<file path="src/rtl/pipe_demux_fifo.sv">
`timescale 1ns / 1ps
// pipe_demux_fifo: pipe-to-method demultiplexer with one FIFO per channel.
// Each input word is {header, payload}. The header picks a method channel. Words with an
// unknown ID (header >= NUM_CH) are discarded, and a saturating counter records them.
// Ports:
//   CLK, nRST        clock; synchronous active-low reset
//   pipe_enq_ena_i   upstream enqueue strobe
//   pipe_enq_v_i     {method ID, payload}
//   pipe_enq_rdy_o   block can take a word this cycle
//   out_enq_ena_o    per-channel delivery strobe
//   out_enq_v_o      per-channel payload, channel k at [k*PAYLOAD_W +: PAYLOAD_W]
//   out_enq_rdy_i    per-channel downstream ready
//   drop_count_o     saturating count of words dropped for an unknown ID
module pipe_demux_fifo #(
  parameter int unsigned NUM_CH    = 4,
  parameter int unsigned HDR_W     = 16,
  parameter int unsigned PAYLOAD_W = 128,
  parameter int unsigned DEPTH     = 4
) (
  input  logic                          CLK,
  input  logic                          nRST,
  input  logic                          pipe_enq_ena_i,
  input  logic [HDR_W+PAYLOAD_W-1:0]    pipe_enq_v_i,
  output logic                          pipe_enq_rdy_o,
  output logic [NUM_CH-1:0]             out_enq_ena_o,
  output logic [NUM_CH*PAYLOAD_W-1:0]   out_enq_v_o,
  input  logic [NUM_CH-1:0]             out_enq_rdy_i,
  output logic [31:0]                   drop_count_o
);

  localparam int unsigned PtrW = $clog2(DEPTH);
  localparam int unsigned CntW = PtrW + 1;

  localparam logic [HDR_W-1:0] NumChHdr = HDR_W'(NUM_CH);
  localparam logic [CntW-1:0]  DepthCnt = CntW'(DEPTH);

  // Staging register
  logic                 stg_valid_q, stg_valid_d;
  logic [HDR_W-1:0]     stg_id_q, stg_id_d;
  logic [PAYLOAD_W-1:0] stg_payload_q, stg_payload_d;

  // Per-channel FIFO state
  logic [PAYLOAD_W-1:0] mem_q   [NUM_CH][DEPTH];
  logic [PtrW-1:0]      wr_ptr_q[NUM_CH];
  logic [PtrW-1:0]      rd_ptr_q[NUM_CH];
  logic [CntW-1:0]      cnt_q   [NUM_CH];

  logic [31:0] drop_q, drop_d;

  logic [NUM_CH-1:0] full, empty, push, pop;
  logic              id_ok, sel_full, stg_drain, accept;

  // Full/empty come from registered counts only, so a pop never frees space for a
  // push in the same cycle.
  always_comb begin
    full     = '0;
    empty    = '0;
    sel_full = 1'b0;
    for (int k = 0; k < NUM_CH; k++) begin
      full[k]  = (cnt_q[k] == DepthCnt);
      empty[k] = (cnt_q[k] == '0);
      if (stg_id_q == HDR_W'(k)) sel_full = full[k];
    end
  end

  always_comb begin
    id_ok          = (stg_id_q < NumChHdr);
    stg_drain      = stg_valid_q && (!id_ok || !sel_full);
    pipe_enq_rdy_o = nRST && (!stg_valid_q || stg_drain);
    accept         = pipe_enq_ena_i && pipe_enq_rdy_o;

    push          = '0;
    pop           = '0;
    out_enq_ena_o = '0;
    out_enq_v_o   = '0;
    for (int k = 0; k < NUM_CH; k++) begin
      push[k]          = nRST && stg_drain && id_ok && (stg_id_q == HDR_W'(k));
      pop[k]           = nRST && !empty[k] && out_enq_rdy_i[k];
      out_enq_ena_o[k] = pop[k];
      out_enq_v_o[k*PAYLOAD_W +: PAYLOAD_W] = mem_q[k][rd_ptr_q[k]];
    end
  end

  always_comb begin
    stg_valid_d   = stg_valid_q;
    stg_id_d      = stg_id_q;
    stg_payload_d = stg_payload_q;
    if (accept) begin
      stg_valid_d   = 1'b1;
      stg_id_d      = pipe_enq_v_i[HDR_W+PAYLOAD_W-1:PAYLOAD_W];
      stg_payload_d = pipe_enq_v_i[PAYLOAD_W-1:0];
    end else if (stg_drain) begin
      stg_valid_d   = 1'b0;
    end

    drop_d = drop_q;
    if (stg_drain && !id_ok && (drop_q != '1)) drop_d = drop_q + 32'd1;
  end

  assign drop_count_o = drop_q;

  always_ff @(posedge CLK) begin
    if (!nRST) begin
      stg_valid_q   <= 1'b0;
      stg_id_q      <= '0;
      stg_payload_q <= '0;
      drop_q        <= '0;
      for (int k = 0; k < NUM_CH; k++) begin
        wr_ptr_q[k] <= '0;
        rd_ptr_q[k] <= '0;
        cnt_q[k]    <= '0;
      end
    end else begin
      stg_valid_q   <= stg_valid_d;
      stg_id_q      <= stg_id_d;
      stg_payload_q <= stg_payload_d;
      drop_q        <= drop_d;
      for (int k = 0; k < NUM_CH; k++) begin
        if (push[k]) wr_ptr_q[k] <= wr_ptr_q[k] + PtrW'(1);
        if (pop[k])  rd_ptr_q[k] <= rd_ptr_q[k] + PtrW'(1);
        unique case ({push[k], pop[k]})
          2'b10:   cnt_q[k] <= cnt_q[k] + CntW'(1);
          2'b01:   cnt_q[k] <= cnt_q[k] - CntW'(1);
          default: cnt_q[k] <= cnt_q[k];
        endcase
      end
    end
  end

  // Storage needs no reset: pointers and counts define what is valid.
  always_ff @(posedge CLK) begin
    for (int k = 0; k < NUM_CH; k++) begin
      if (push[k]) mem_q[k][wr_ptr_q[k]] <= stg_payload_q;
    end
  end

endmodule

</file>
<file path="config.mk">
export PLATFORM = sky130hd
export DESIGN_NAME = pipe_demux_fifo
export DESIGN_NICKNAME = d
export VERILOG_FILES = /design/src/rtl/pipe_demux_fifo.sv
export SDC_FILE = /design/constraint.sdc
export NUM_CORES = 2
export LEC_CHECK = 0
export CELL_PAD_IN_SITES_DETAIL_PLACEMENT = 2
export CELL_PAD_IN_SITES_GLOBAL_PLACEMENT = 2
export CORE_ASPECT_RATIO = 1.1
export CORE_UTILIZATION = 47
export CTS_BUF_LIST = sky130_fd_sc_hd__clkbuf_8
export DETAILED_ROUTE_END_ITERATION = 10
export GPL_TIMING_DRIVEN = 0
export PLACE_DENSITY = 0.91
export SYNTH_ARGS = -nofsm -noshare
export SYNTH_HDL_FRONTEND = slang
export SYNTH_SLANG_ARGS = --single-unit
</file>
<file path="constraint.sdc">
create_clock -name CLK -period 6.17 [get_ports CLK]
set_input_delay 0.617 -clock CLK [delete_from_list [all_inputs] [get_ports CLK]]
set_output_delay 0.617 -clock CLK [all_outputs]
set_load 0.02 [all_outputs]
</file>
==> out/summary.log <==
qor: floorplanning.floorplan.initialDensity 0.474
qor: placement.hpwlAfterDp 214 mm
qor: critical_path.cp_data_required_time 5550 ps
qor: clock_network.clock_sinks 2,253
qor: final_layout.areaGrowthSynthToFinish 22.1%
qor: floorplanning.placementRows 160
qor: clock_network.clock_insertion_delay_worst_skew 1120 ps
qor: synthesis.yosys.cell_types.count 51
qor: run_status.violations max-capacitance violations, max-slew violations
qor: global_routing.grt_remaining_overflow 0
qor: global_routing.grt_first_pass_wirelength 473 mm
qor: min_path.holdCritPathClass input port to register
qor: sta.fmaxAchievable 0.173 GHz
qor: critical_path.timing.critical_path.arrival 5150 ps
qor: synthesis.synth_area 82,100 µm²
qor: sta.timing.final.ws_setup 403 ps
qor: critical_path.critical_path.endpoint_type output port
qor: placement.worst_slack_at_placement 1560 ps
qor: critical_path.worstSetupStartpointType register
qor: clock_network.cts_max_path_buffers 4
qor: run_status.status finished, violations left
qor: job.cap_viol_max_count 1
qor: final_layout.final_area 100,000 µm²
qor: clock_network.clk_pin_slew_worst_paths 70 ps
qor: synthesis.number_of_synthesis_warnings 0
qor: detailed_routing.drc 0
qor: clock_network.clock_tree.root_cell sky130_fd_sc_hd__clkbuf_8
qor: detailed_routing.routed_wire_length_per_instance 48.7 µm
qor: detailed_routing.detailedRoute.firstPassIterationCount 6
qor: sta.fin_skew 87.6 ps
qor: floorplanning.ioPinCount 700
qor: sta.finalCriticalPeriod 5770 ps
qor: sta.worst_slew_margin_rel -0.0346
qor: final_layout.final_layout_size_suffix_gt1_frac 0.220
qor: synthesis.synthesis.nets 3,878
qor: global_routing.antenna_found_initial 22
qor: global_routing.total_routing_resource_utilization_after_global_routing 0.399
qor: detailed_routing.drt_iter0_drc 7,170
qor: critical_path.crit_path_max_fanout 10
qor: sta.slew_limit_fails 11
qor: power.totalPowerFinal 33.6 mW
qor: clock_network.cts_inserted_buffers 375
qor: sta.setup_repair_after_global_routing_missed_its_margin false
qor: detailed_routing.drt_wl_total 360 mm
qor: final_layout.num-fill-cells 13,852
qor: synthesis.synth-async-reset-ratio 0
qor: sta.hold_slack 118 ps
qor: power.leakagePower 32.8 nW
qor: synthesis.synth_flop_cell sky130_fd_sc_hd__edfxtp_1
qor: synthesis.synth_cells 3,696
qor: power.max-vdd-ir-drop 0.271 mV
qor: detailed_routing.dr_total_vias 49,178
qor: placement.globalplace.congestion 0.794
qor: global_routing.first_global_vias 51,435
qor: power.power_density 335 nW/µm²
qor: floorplanning.die-area 176,000 µm²
qor: final_layout.most_common_cell_after_layout_fill_and_taps_aside sky130_fd_sc_hd__edfxtp_1
qor: synthesis.synth_enable_flop_cells 2,076
qor: clock_network.cts_setup_buffers 0
qor: clock_network.cts-htree-levels 5
qor: global_routing.grt_max_degree 47
qor: detailed_routing.viasPerCell 6.66
qor: critical_path.criticalPathCategory register to output port
qor: synthesis.yosysSeqAreaShare 0.802
qor: clock_network.clock_tree_from_tritoncts done
qor: sta.setup-violations-final 0
qor: final_layout.nets 5,001
qor: detailed_routing.number_of_nets_with_antenna_violations_after_detailed_routing 0
qor: sta.final.period_utilization 0.935
qor: synthesis.synth_seq_cells 2,253
qor: placement.placedInstanceArea 93,200 µm²
qor: floorplanning.die_height 440 µm
qor: synthesis.postSynthAreaPerCell 22.2 µm²
qor: floorplanning.dieWidth 401 µm
qor: clock_network.post_cts_resized 0
qor: floorplanning.core_area 173,000 µm²
qor: final_layout.final_cell_mix 2,076 x sky130_fd_sc_hd__edfxtp_1, 698 x sky130_fd_sc_hd__clkdlybuf4s50_1, 512 x sky130_fd_sc_hd__mux4_2, 431 x sky130_fd_sc_hd__clkbuf_8, 318 x sky130_fd_sc_hd__nand2_1
qor: clock_network.ctsHoldBuffers 0
qor: sta.tightest_slew 1550 ps
qor: placement.io_buffer_count 698
qor: sta.finalHoldViolCount 0
==> through the flow <==
step	utilization	std cells	setup TNS, ps
CTS	0.578	7370	0
finish	0.579	7387	0
global placement	0.531	6662	-5844790
floorplan	-	3696	0
global route	0.579	7381	0
detailed placement	0.538	6709	0
==> area by class of cell <==
cell class                 count  area, µm²  share of cell area
clock inverter               230       1010              0.0101
inverter                      29        109             0.00109
buffer                       176        798             0.00796
tap                         2268       2840              0.0283
clock buffer                 431       5930              0.0592
sequential                  2253      65900               0.657
antenna                       16       40.0            0.000399
timing repair buffer         746       8240              0.0822
multi-input combinational   1238      15400               0.153
==> cell usage after synthesis (all sizes together), types with 2 or more instances <==
cell type | instances | area, µm²
edfxtp | 2076 | 62300
xor2 | 6 | 52.6
nand3 | 16 | 85.1
nand4 | 11 | 90.1
nor3 | 7 | 35.0
nor2 | 37 | 139
o21ai | 166 | 831
and3 | 3 | 18.8
clkbuf | 85 | 319
or4 | 7 | 52.6
nand2 | 318 | 1190
a41oi | 2 | 36.3
fa | 3 | 60.1
o311ai | 4 | 35.0
o21a | 3 | 22.5
mux2i | 4 | 40.0
ha | 28 | 350
and2 | 21 | 131
xnor2 | 5 | 43.8
o31ai | 11 | 96.3
nand2b | 5 | 31.3
a21oi | 27 | 135
nor4 | 6 | 52.6
buf | 91 | 468
inv | 29 | 109
mux4 | 512 | 11500
and4 | 5 | 43.8
or3 | 21 | 133
dfxtp | 177 | 3540
==> worst max-delay path, stage by stage (launching register included) <==
cell                              delay, ps
sky130_fd_sc_hd__edfxtp_1               320
sky130_fd_sc_hd__clkbuf_1               480
sky130_fd_sc_hd__clkbuf_1              1180
sky130_fd_sc_hd__buf_2                  830
sky130_fd_sc_hd__mux4_2                 590
sky130_fd_sc_hd__clkdlybuf4s50_1        680
==> registers in the layout, indices dropped and copies added (netlist names) <==
name / count
stg_valid_q: 1
drop_count_o: 32
stg_payload_q: 128
wr_ptr_q: 8
stg_id_q: 16
mem_q: 2048
cnt_q: 12
rd_ptr_q: 8
==> report_power, final <==
part	internal [mW]	total [mW]	switching, mW
clock	6.51	13.5	6.97
combinational	1.14	2.83	1.70
sequential	16.8	17.2	0.418
==> layer usage <==
layer	part of all wire	up-vias	GRT usage
met1	0.34	26623	0.475
met2	0.50	4041	0.682
met5	0.000097	-	0
met3	0.088	997	0.0773
li1	-	17511	-
met4	0.068	6	0.228
==> cells by family (layout without fill, tap and decap cells) <==
kind of cell             count (synthesis)  after routing  share of synthesized area
flip-flops                            2253           2253                      0.802
multiplexers                           516            516                      0.141
AND/OR/NAND/NOR                        461            461                     0.0248
AO/OA/AOI/OAI                          219            219                     0.0148
buffers and inverters                  205           1612                     0.0109
adder cells (fa/ha/maj)                 31             31                    0.00500
XOR/XNOR                                11             11                    0.00117
other                                    0             16                          0
==> worst paths after layout <==
kind | to | slack (ps) | from | cells after the start
setup / recovery | out_enq_v_o[226] | 400 | rd_ptr_q[1][0] | 5
hold / removal | stg_payload_q[7] | 120 | pipe_enq_v_i[7] | 3
setup reg to reg | mem_q[0][320] | 1940 | stg_id_q[2] | 8
hold reg to reg | stg_id_q[8] | 530 | stg_id_q[8] | 2
(Power assumes the default switching activity.)
